**src/rtl/exp_accel_core_if.sv**
```systemverilog
// Avalon-MM slave bus bundle for the exponent accelerator.
// Master side drives the strobes, slave side returns readdata.
interface exp_accel_core_if;
  logic [2:0]  avs_address;
  logic        avs_read;
  logic        avs_write;
  logic [31:0] avs_writedata;
  logic [31:0] avs_readdata;

  modport master (
    output avs_address,
    output avs_read,
    output avs_write,
    output avs_writedata,
    input  avs_readdata
  );

  modport slave (
    input  avs_address,
    input  avs_read,
    input  avs_write,
    input  avs_writedata,
    output avs_readdata
  );
endinterface

```
**src/rtl/exp_accel_core.sv**
```systemverilog
// BASE^EXP accelerator, left-to-right square-and-multiply.
// Fixed 2*EXP_W+2 cycle latency from start write to result.
module exp_accel_core #(
  parameter int EXP_W = 32
) (
  input  logic              clk,
  input  logic              reset_n,
  exp_accel_core_if.slave   avs,
  output logic [31:0]       result_export,
  output logic              busy_export
);

  localparam int IW = (EXP_W > 1) ? $clog2(EXP_W) : 1;

  typedef enum logic [2:0] {
    S_IDLE,
    S_LOAD,
    S_SQ,
    S_MUL,
    S_FIN
  } state_t;

  state_t state, state_nxt;

  logic [31:0]      base_r;
  logic [EXP_W-1:0] exp_r;
  logic [31:0]      base_sh;
  logic [EXP_W-1:0] exp_sh;
  logic [31:0]      acc;
  logic [IW-1:0]    idx;
  logic             ovf_work;
  logic             busy;
  logic             done;
  logic             ovf;
  logic [31:0]      result;
  logic [31:0]      rd_mux;

  logic start_req;
  logic do_start;
  logic do_load;
  logic do_sq;
  logic do_mul;
  logic do_fin;
  logic mul_en;
  logic last_bit;

  logic [31:0] op_b;
  logic [63:0] prod;

  assign start_req = avs.avs_write
                   && (avs.avs_address == 3'd2)
                   && avs.avs_writedata[0];

  assign last_bit = (idx == '0);

  // state register
  always_ff @(posedge clk or negedge reset_n) begin
    if (!reset_n) state <= S_IDLE;
    else          state <= state_nxt;
  end

  // next-state logic
  always_comb begin
    state_nxt = state;
    unique case (state)
      S_IDLE: if (start_req) state_nxt = S_LOAD;
      S_LOAD: state_nxt = S_SQ;
      S_SQ:   state_nxt = S_MUL;
      S_MUL:  state_nxt = last_bit ? S_FIN : S_SQ;
      S_FIN:  state_nxt = S_IDLE;
      default: state_nxt = S_IDLE;
    endcase
  end

  // per-state control strobes
  always_comb begin
    do_start = 1'b0;
    do_load  = 1'b0;
    do_sq    = 1'b0;
    do_mul   = 1'b0;
    do_fin   = 1'b0;
    unique case (state)
      S_IDLE: do_start = start_req;
      S_LOAD: do_load  = 1'b1;
      S_SQ:   do_sq    = 1'b1;
      S_MUL:  do_mul   = 1'b1;
      S_FIN:  do_fin   = 1'b1;
      default: ;
    endcase
  end

  // one shared multiplier: acc*acc when squaring, acc*base otherwise
  assign op_b   = do_sq ? acc : base_sh;
  assign prod   = {32'd0, acc} * {32'd0, op_b};
  assign mul_en = do_sq | (do_mul & exp_sh[idx]);

  // bus-visible operand registers, writable at any time
  always_ff @(posedge clk or negedge reset_n) begin
    if (!reset_n) begin
      base_r <= '0;
      exp_r  <= '0;
    end else if (avs.avs_write) begin
      if (avs.avs_address == 3'd0) base_r <= avs.avs_writedata;
      if (avs.avs_address == 3'd1) exp_r  <= avs.avs_writedata[EXP_W-1:0];
    end
  end

  // computation datapath working on shadow copies
  always_ff @(posedge clk or negedge reset_n) begin
    if (!reset_n) begin
      base_sh  <= '0;
      exp_sh   <= '0;
      acc      <= '0;
      idx      <= '0;
      ovf_work <= 1'b0;
    end else if (do_load) begin
      base_sh  <= base_r;
      exp_sh   <= exp_r;
      acc      <= 32'd1;
      idx      <= IW'(EXP_W - 1);
      ovf_work <= 1'b0;
    end else begin
      if (mul_en) begin
        acc <= prod[31:0];
        if (prod[63:32] != 32'd0) ovf_work <= 1'b1;
      end
      if (do_mul && !last_bit) idx <= idx - 1'b1;
    end
  end

  // status flags and published result
  always_ff @(posedge clk or negedge reset_n) begin
    if (!reset_n) begin
      busy   <= 1'b0;
      done   <= 1'b0;
      ovf    <= 1'b0;
      result <= '0;
    end else begin
      if (do_start) begin
        done <= 1'b0;
        ovf  <= 1'b0;
      end
      if (do_load) busy <= 1'b1;
      if (do_fin) begin
        result <= acc;
        ovf    <= ovf_work;
        done   <= 1'b1;
        busy   <= 1'b0;
      end
    end
  end

  // read mux over pre-edge register contents
  always_comb begin
    rd_mux = '0;
    unique case (1'b1)
      (avs.avs_address == 3'd0): rd_mux = base_r;
      (avs.avs_address == 3'd1): rd_mux = 32'(exp_r);
      (avs.avs_address == 3'd3): rd_mux = {29'd0, ovf, done, busy};
      (avs.avs_address == 3'd4): rd_mux = result;
      default: rd_mux = '0;
    endcase
  end

  // registered read data, one cycle latency
  always_ff @(posedge clk or negedge reset_n) begin
    if (!reset_n)          avs.avs_readdata <= '0;
    else if (avs.avs_read) avs.avs_readdata <= rd_mux;
  end

  assign result_export = result;
  assign busy_export   = busy;

endmodule

```
**src/flat_wrapper.sv**
```systemverilog
// flat-port wrapper written by rule: the top's interface ports become plain ports
module exp_accel_core_flat 
#(
  parameter int EXP_W = 32
)
  (clk, reset_n, result_export, busy_export, avs_avs_address, avs_avs_read, avs_avs_write, avs_avs_writedata, avs_avs_readdata);
  exp_accel_core_if avs_i ();
  input  logic clk;
  input  logic reset_n;
  output logic [31:0] result_export;
  output logic busy_export;
  input wire logic [$bits(avs_i.avs_address)-1:0] avs_avs_address;
  input wire logic [$bits(avs_i.avs_read)-1:0] avs_avs_read;
  input wire logic [$bits(avs_i.avs_write)-1:0] avs_avs_write;
  input wire logic [$bits(avs_i.avs_writedata)-1:0] avs_avs_writedata;
  output wire logic [$bits(avs_i.avs_readdata)-1:0] avs_avs_readdata;
  assign avs_i.avs_address = avs_avs_address;
  assign avs_i.avs_read = avs_avs_read;
  assign avs_i.avs_write = avs_avs_write;
  assign avs_i.avs_writedata = avs_avs_writedata;
  assign avs_avs_readdata = avs_i.avs_readdata;
  exp_accel_core #(.EXP_W(EXP_W)) u_core (.clk(clk), .reset_n(reset_n), .avs(avs_i), .result_export(result_export), .busy_export(busy_export));
endmodule
```
**config.mk**
```make
export PLATFORM = sky130hd
export DESIGN_NAME = exp_accel_core_flat
export DESIGN_NICKNAME = d
export VERILOG_FILES = /design/src/rtl/exp_accel_core_if.sv /design/src/rtl/exp_accel_core.sv /design/src/flat_wrapper.sv
export SDC_FILE = /design/constraint.sdc
export NUM_CORES = 2
export LEC_CHECK = 0
export ABC_AREA = 1
export CAP_MARGIN = 10
export CORE_MARGIN = 3
export CORE_UTILIZATION = 28
export CTS_CLUSTER_SIZE = 16
export DETAILED_ROUTE_END_ITERATION = 10
export PLACE_DENSITY_LB_ADDON = 0.25
export SYNTH_ARGS = -nofsm -noshare
export SYNTH_HDL_FRONTEND = slang
export SYNTH_SLANG_ARGS = --single-unit
```
**constraint.sdc**
```tcl
create_clock -name clk -period 20.4 [get_ports clk]
set_clock_uncertainty 0.1 [all_clocks]
set_input_delay 3.06 -clock clk [delete_from_list [all_inputs] [get_ports clk]]
set_output_delay 3.06 -clock clk [all_outputs]
set_load 0.01 [all_outputs]
```
---- After elaboration in Yosys (flattened, before gate mapping) ----
Cells that the tools add are included.
Widths: inputs -> output; s select.
operators by class
  add/sub/neg operators ................... 1
  $mul .................................... 1
  order comparisons ....................... 1
  eq/ne operators ......................... 9
  mux-type cells .......................... 24
  bitwise gates (word level) .............. 2
  reduce and logical (&&, ||, !) cells .... 16
operator list
  kind                 count
  $pmux 32 s4          1
  $mux 32              3
  $mul 32x32->64       1
  $reduce_bool 32->1   1
  $mux 1               14
  $eq 3x2->1 const B   4
  $pmux 3 s4           1
  $mux 5               2
  $reduce_bool 2->1    5
  $eq 3x1->1 const B   2
  $eq 3x3->1 const B   2
  $logic_not 3->1      2
  $lt 5x6->1 const B   1
  $mux 3               2
  $reduce_and 2->1     3
  $bmux 1 s5           1
  $logic_not 5->1      1
  $sub 5x1->5 const B  1
  $logic_and 1x1->1    3
  $ne 2x1->1 const B   1
  $and 1x1->1          1
  $logic_not 1->1      1
  $or 1x1->1           1
word-level totals
  register bits after elaboration ......... 236
  input port bits ......................... 39

---- Logic depth before layout (Yosys ltp) ----
  depth after elaboration ................. 8
  mapped depth ............................ 48
  gate-level depth less buffers ........... 45

---- Worst setup path before layout ----
OpenSTA, ideal clock, no wires.
  path kind ............................... register to register
  start point ............................. reg u_core.state[2]
  end point ............................... reg u_core.ovf_work
  setup time .............................. 0.116 ns
  arrival time ............................ 7.310 ns
  data required time ...................... 20.184 ns
  setup slack ............................. 12.874 ns
  stages on the path, launching flop included .. 41
  buffers on the path ..................... 3
  cells stage by stage .................... dfrtp_1 inv_1 nand2_1 nor2_4 inv_2 buf_2 buf_2 o21ai_2 buf_2 nor2_1 fa_1 inv_1 fa_1 fa_1 fa_1 inv_1 fa_1 inv_1 (+5 left out) nand2_1 inv_1 nand2_1 nand2_1 inv_1 nand2_1 a21oi_1 nor2_1 nor2_1 nand2_1 nand2_1 nand2_1 nor2_1 nand3_1 nor2_1 nand2_1 nand2_1 nand2_1
between the ends
  cells in the longest elaborated chain, start to end .. 7
ends and longest elaborated chain
  element                      line                   text
  from (decl)                  exp_accel_core.sv:23   state_t state, state_nxt;
  from (signal assigned)       exp_accel_core.sv:59   else state <= state_nxt;
  $eq 3x2->1                   exp_accel_core.sv:82   unique case (state)
  $mux 1                       exp_accel_core.sv:82
  $mux 32                      exp_accel_core.sv:93   assign op_b = do_sq ? acc : base_sh;
  $mul 32x32->64               exp_accel_core.sv:94   assign prod = {32'd0, acc} * {32'd0, op_b};
  $reduce_bool 32->1           exp_accel_core.sv:125  if (prod[63:32] != 32'd0) ovf_work <= 1'b1;
  $reduce_bool 2->1 (no line)  n/a
  $reduce_and 2->1 (no line)   n/a
  to (signal assigned)         exp_accel_core.sv:115  ovf_work <= 1'b0;
  to (signal assigned)         exp_accel_core.sv:121  ovf_work <= 1'b0;
  to (signal assigned)         exp_accel_core.sv:125
  to (decl)                    exp_accel_core.sv:31   logic ovf_work;
Several ways; a longest one is shown, not always the timed one.
A chain may end at the register's enable or synchronous reset.

---- Worst setup path after layout ----
Same ends and word-level chain as after synthesis.

==> qor_table.md <==
| Metric | This run |
| --- | --- |
| Top-count cell post-synth | sky130_fd_sc_hd__nand2_1 |
| Routability congestion estimate | 0.945 |
| Clock Sink Count | 236 |
| Top-area cell type share of the netlist area | 41.2% |
| Area used by multi-input combinational logic | 32,200 um2 |
| Syn_nets | 6,542 |
| Initial antenna violation count | 2 |
| # port buffers | 103 |
| NumNets Final | 6,534 |
| Post-Synthesis Mean Instance Area | 8.14 um2 |
| Largest net degree at the start of global routing | 102 |
| Clk_lat worst skew | 580 ps |
| Final routed DRC violation total | 0 |
| Cell accounting for the most synthesized area | sky130_fd_sc_hd__fa_1 |
| Yosys warnings | 0 |
| Slew margin rel. | 10.3% |
| Data arrival time of the worst path | 10,410 ps |
| Post-CTS setup buffer count | 0 |
| Maximum cell stage delay along the critical path | 1060 ps |
| Hold buffers post-CTS | 0 |
| Category of the worst setup path launch point | flop |
| Initial DRT Pass Iterations | 8 |
| Wire length of the first global-routing pass | 244,000 um |
| RSZ-0062 raised after global routing | no |
| Fraction of final layout cells sized beyond drive strength 1 | 4.97% |
| Share of the core filled with cells in the final layout | 31.0% |
| Reg-to-reg setup timing slack | 10,350 ps |
| CTS H-tree lvls | 1 |
| Shortest clock period the worst path allows after layout | 10,050 ps |
| TritonCTS clock tree | done |
| Post-synthesis instance total | 5,343 |
| Std cell rows | 144 |
| Cell area after synthesis | 43,500 um2 |
| Synth-to-layout area growth | 9.84% |
| DR vias/cell | 4.71 |
| Count of max-cap constraint violations | 0 |
| Detailed-route via count | 34,900 |
| Endpoint class of the critical path | flop |
| Class of the most critical hold timing path | flop to flop |
| Clock-pin slew on the worst setup and hold paths | 60 ps |
| Power per cell area | 23.1 nW/um2 |
| Average routed wire per standard cell | 21.7 um |
| Aggregate global-route resource usage | 20.5% |
| Half-perimeter wire length after placement | 131,000 um |
| Full die area | 160,000 um2 |
| Number of failing setup endpoints in the final timing report | 0 |
| Predominant post-synthesis flop cell | sky130_fd_sc_hd__dfrtp_1 |
| Most frequent cells after synthesis | sky130_fd_sc_hd__nand2_1, sky130_fd_sc_hd__inv_1, sky130_fd_sc_hd__fa_1 |
| Final Cycle Share | 49.3% |
| Synthesized flop and latch total | 236 |
| Most repeated library cell on the critical path | sky130_fd_sc_hd__nand2_1 |
| Number of placed I/O pins | 104 |
| Post-Layout Cell Count | 7,400 |
| Max-slew violation total from the final report | 0 |
| FMAX | 99.5 MHz |
| Total grt overflow | 0 |
| Drt first-iter violations | 2,520 |
| Transition time of the tightest slew-check pin | 1350 ps |
| Hold Fails Final Rpt | 0 |
| Vert. Die Dim | 400 um |
| Number of synthesized flops with an enable pin | 0 |
| Buffer cell driving the clock tree root | sky130_fd_sc_hd__clkbuf_16 |
| Layout filler cell count | 16,700 |
| Antenna-violating nets left | 0 |
| Ys async rst share | 100% |
| Via count of the first global-routing pass | 37,400 |
| Die W | 400 um |
| Post-CTS sizing | 0 |
| Placeable core region | 154,000 um2 |
| Crit Path Class | flop to flop |
| Peak supply drop | 0.0000668 V |
| Static leakage | 21.2 nW |
| Top cells by area, synth | sky130_fd_sc_hd__fa_1, sky130_fd_sc_hd__dfrtp_1, sky130_fd_sc_hd__nand2_1 |
| Post-route standard cell area excluding fillers | 47,800 um2 |
| Unique cell type count in the Yosys netlist | 41 |
| Master of the slowest instance on the critical path | sky130_fd_sc_hd__o21ai_2 |
| Run status | finished, final reports clean |
| Largest fanout on the critical path | 32 |
| Total CTS buffers | 28 |
| Starting density of the core | 28.2% |
| Hold Worst Slack | 369 ps |
| Storage element area | 5910 um2 |
| Worst-case clock buffer depth | 3 |
| Required time at the worst-slack endpoint | 20,770 ps |
| Number of placed instances with taps included | 7,349 |
| Total placed instance area | 46,900 um2 |
| Total negative slack for setup checks | 0 ps |
| Total routed wirelength | 161,000 um |
| Share of synthesized area occupied by flip-flops and latches | 13.6% |
## critical path: cells and delay by family, from the launching register on
family                     cells  cell delay [ps]
AOI/OAI and AO/OA              2             1380
buffers and inverters          9             1590
xor gates and xnor gates       1              160
and+or+nand+nor               14             2100
adders and majority gates      9             4180
DFF                            1              400
## placed cells by master (no fill, tap or decap), types with 5 or more instances in the layout
cell type,netlist,layout
sky130_fd_sc_hd__a21oi_1,75,75
sky130_fd_sc_hd__buf_4,3,86
sky130_fd_sc_hd__clkbuf_1,166,5
sky130_fd_sc_hd__clkbuf_16,0,28
sky130_fd_sc_hd__clkbuf_8,0,5
sky130_fd_sc_hd__clkdlybuf4s50_1,0,102
sky130_fd_sc_hd__clkinv_1,20,21
sky130_fd_sc_hd__clkinvlp_4,0,5
sky130_fd_sc_hd__dfrtp_1,236,236
sky130_fd_sc_hd__fa_1,896,896
sky130_fd_sc_hd__ha_1,264,264
sky130_fd_sc_hd__inv_1,1140,1138
sky130_fd_sc_hd__inv_2,36,37
sky130_fd_sc_hd__mux2_2,31,31
sky130_fd_sc_hd__nand2_1,1215,1212
sky130_fd_sc_hd__nand2_2,6,8
sky130_fd_sc_hd__nand3_1,66,66
sky130_fd_sc_hd__nand3b_1,10,10
sky130_fd_sc_hd__nand4_1,15,15
sky130_fd_sc_hd__nor2_1,714,714
sky130_fd_sc_hd__nor2_2,18,18
sky130_fd_sc_hd__nor3_1,10,10
sky130_fd_sc_hd__o211ai_1,10,10
sky130_fd_sc_hd__o21ai_0,191,189
sky130_fd_sc_hd__o21ai_1,19,16
sky130_fd_sc_hd__o21ai_2,17,18
sky130_fd_sc_hd__o21bai_1,10,10
sky130_fd_sc_hd__o221ai_1,24,24
sky130_fd_sc_hd__o22ai_1,33,33
sky130_fd_sc_hd__or2_2,9,9
sky130_fd_sc_hd__xnor2_1,27,27
sky130_fd_sc_hd__xor2_1,6,6
## metal layers
metal | part of all wire [%] | vias up | global-route usage [%]
li1 | - | 15600 | -
met1 | 43 | 18000 | 28.2
met2 | 48 | 1083 | 34.5
met3 | 5.8 | 194 | 2.11
met4 | 2.9 | 2 | 4.93
met5 | 0.0050 | - | 0
## state kept, by name, summed over array words and instances, names as in the netlist
signal and flops:
u_core.state 3, u_core.ovf_work 1, u_core.done 1, u_core.acc 32, u_core.exp_r 32, u_core.ovf 1
u_core.base_r 32, u_core.avs.avs_readdata 32, u_core.base_sh 32, u_core.result_export 32, u_core.busy_export 1, u_core.idx 5
u_core.exp_sh 32
## final timing paths
check | from | end | cells past startpoint
hold / removal | u_core.idx[4] | u_core.state[2] | 1
setup / recovery | u_core.state[2] | u_core.ovf_work | 35
hold reg to reg | u_core.idx[4] | u_core.state[2] | 1
max in group asynchronous | reset_n | u_core.result_export[2] | 3
setup reg to reg | u_core.state[2] | u_core.ovf_work | 35
min in group asynchronous | reset_n | u_core.avs.avs_readdata[19] | 1
## metrics by stage
step	setup slack, ps	power [mW]
2_1_floorplan	12870	0.566
3_3_place_gp	10460	0.616
3_5_place_dp	10530	0.618
4_1_cts	10480	1.12
5_1_grt	10000	1.15
6_report	10350	1.10
## kinds of logic after synthesis
family	share of synthesized area (%)
simple gates	18.7
buf+inv	12.5
fa+ha+maj	48.8
compound gates	4.98
flops	13.6
xor+xnor	0.664
mux	0.802
## cell type report
class / count / area share, %
Tap cell: 2044 / 5.35
Antenna cell: 2 / 0.0105
Sequential cell: 236 / 12.4
Clock inverter: 11 / 0.254
Timing Repair Buffer: 189 / 3.52
Multi-Input combinational cell: 3683 / 67.4
Clock buffer: 38 / 1.65
Inverter: 1197 / 9.41
## where the power goes
part / total, mW / switching (mW) / internal [mW] / leakage, nW
clock network: 0.494 / 0.210 / 0.284 / 0.429
logic: 0.0898 / 0.0532 / 0.0366 / 17.6
registers: 0.518 / 0.0182 / 0.499 / 3.15
(Power assumes the default switching activity.)
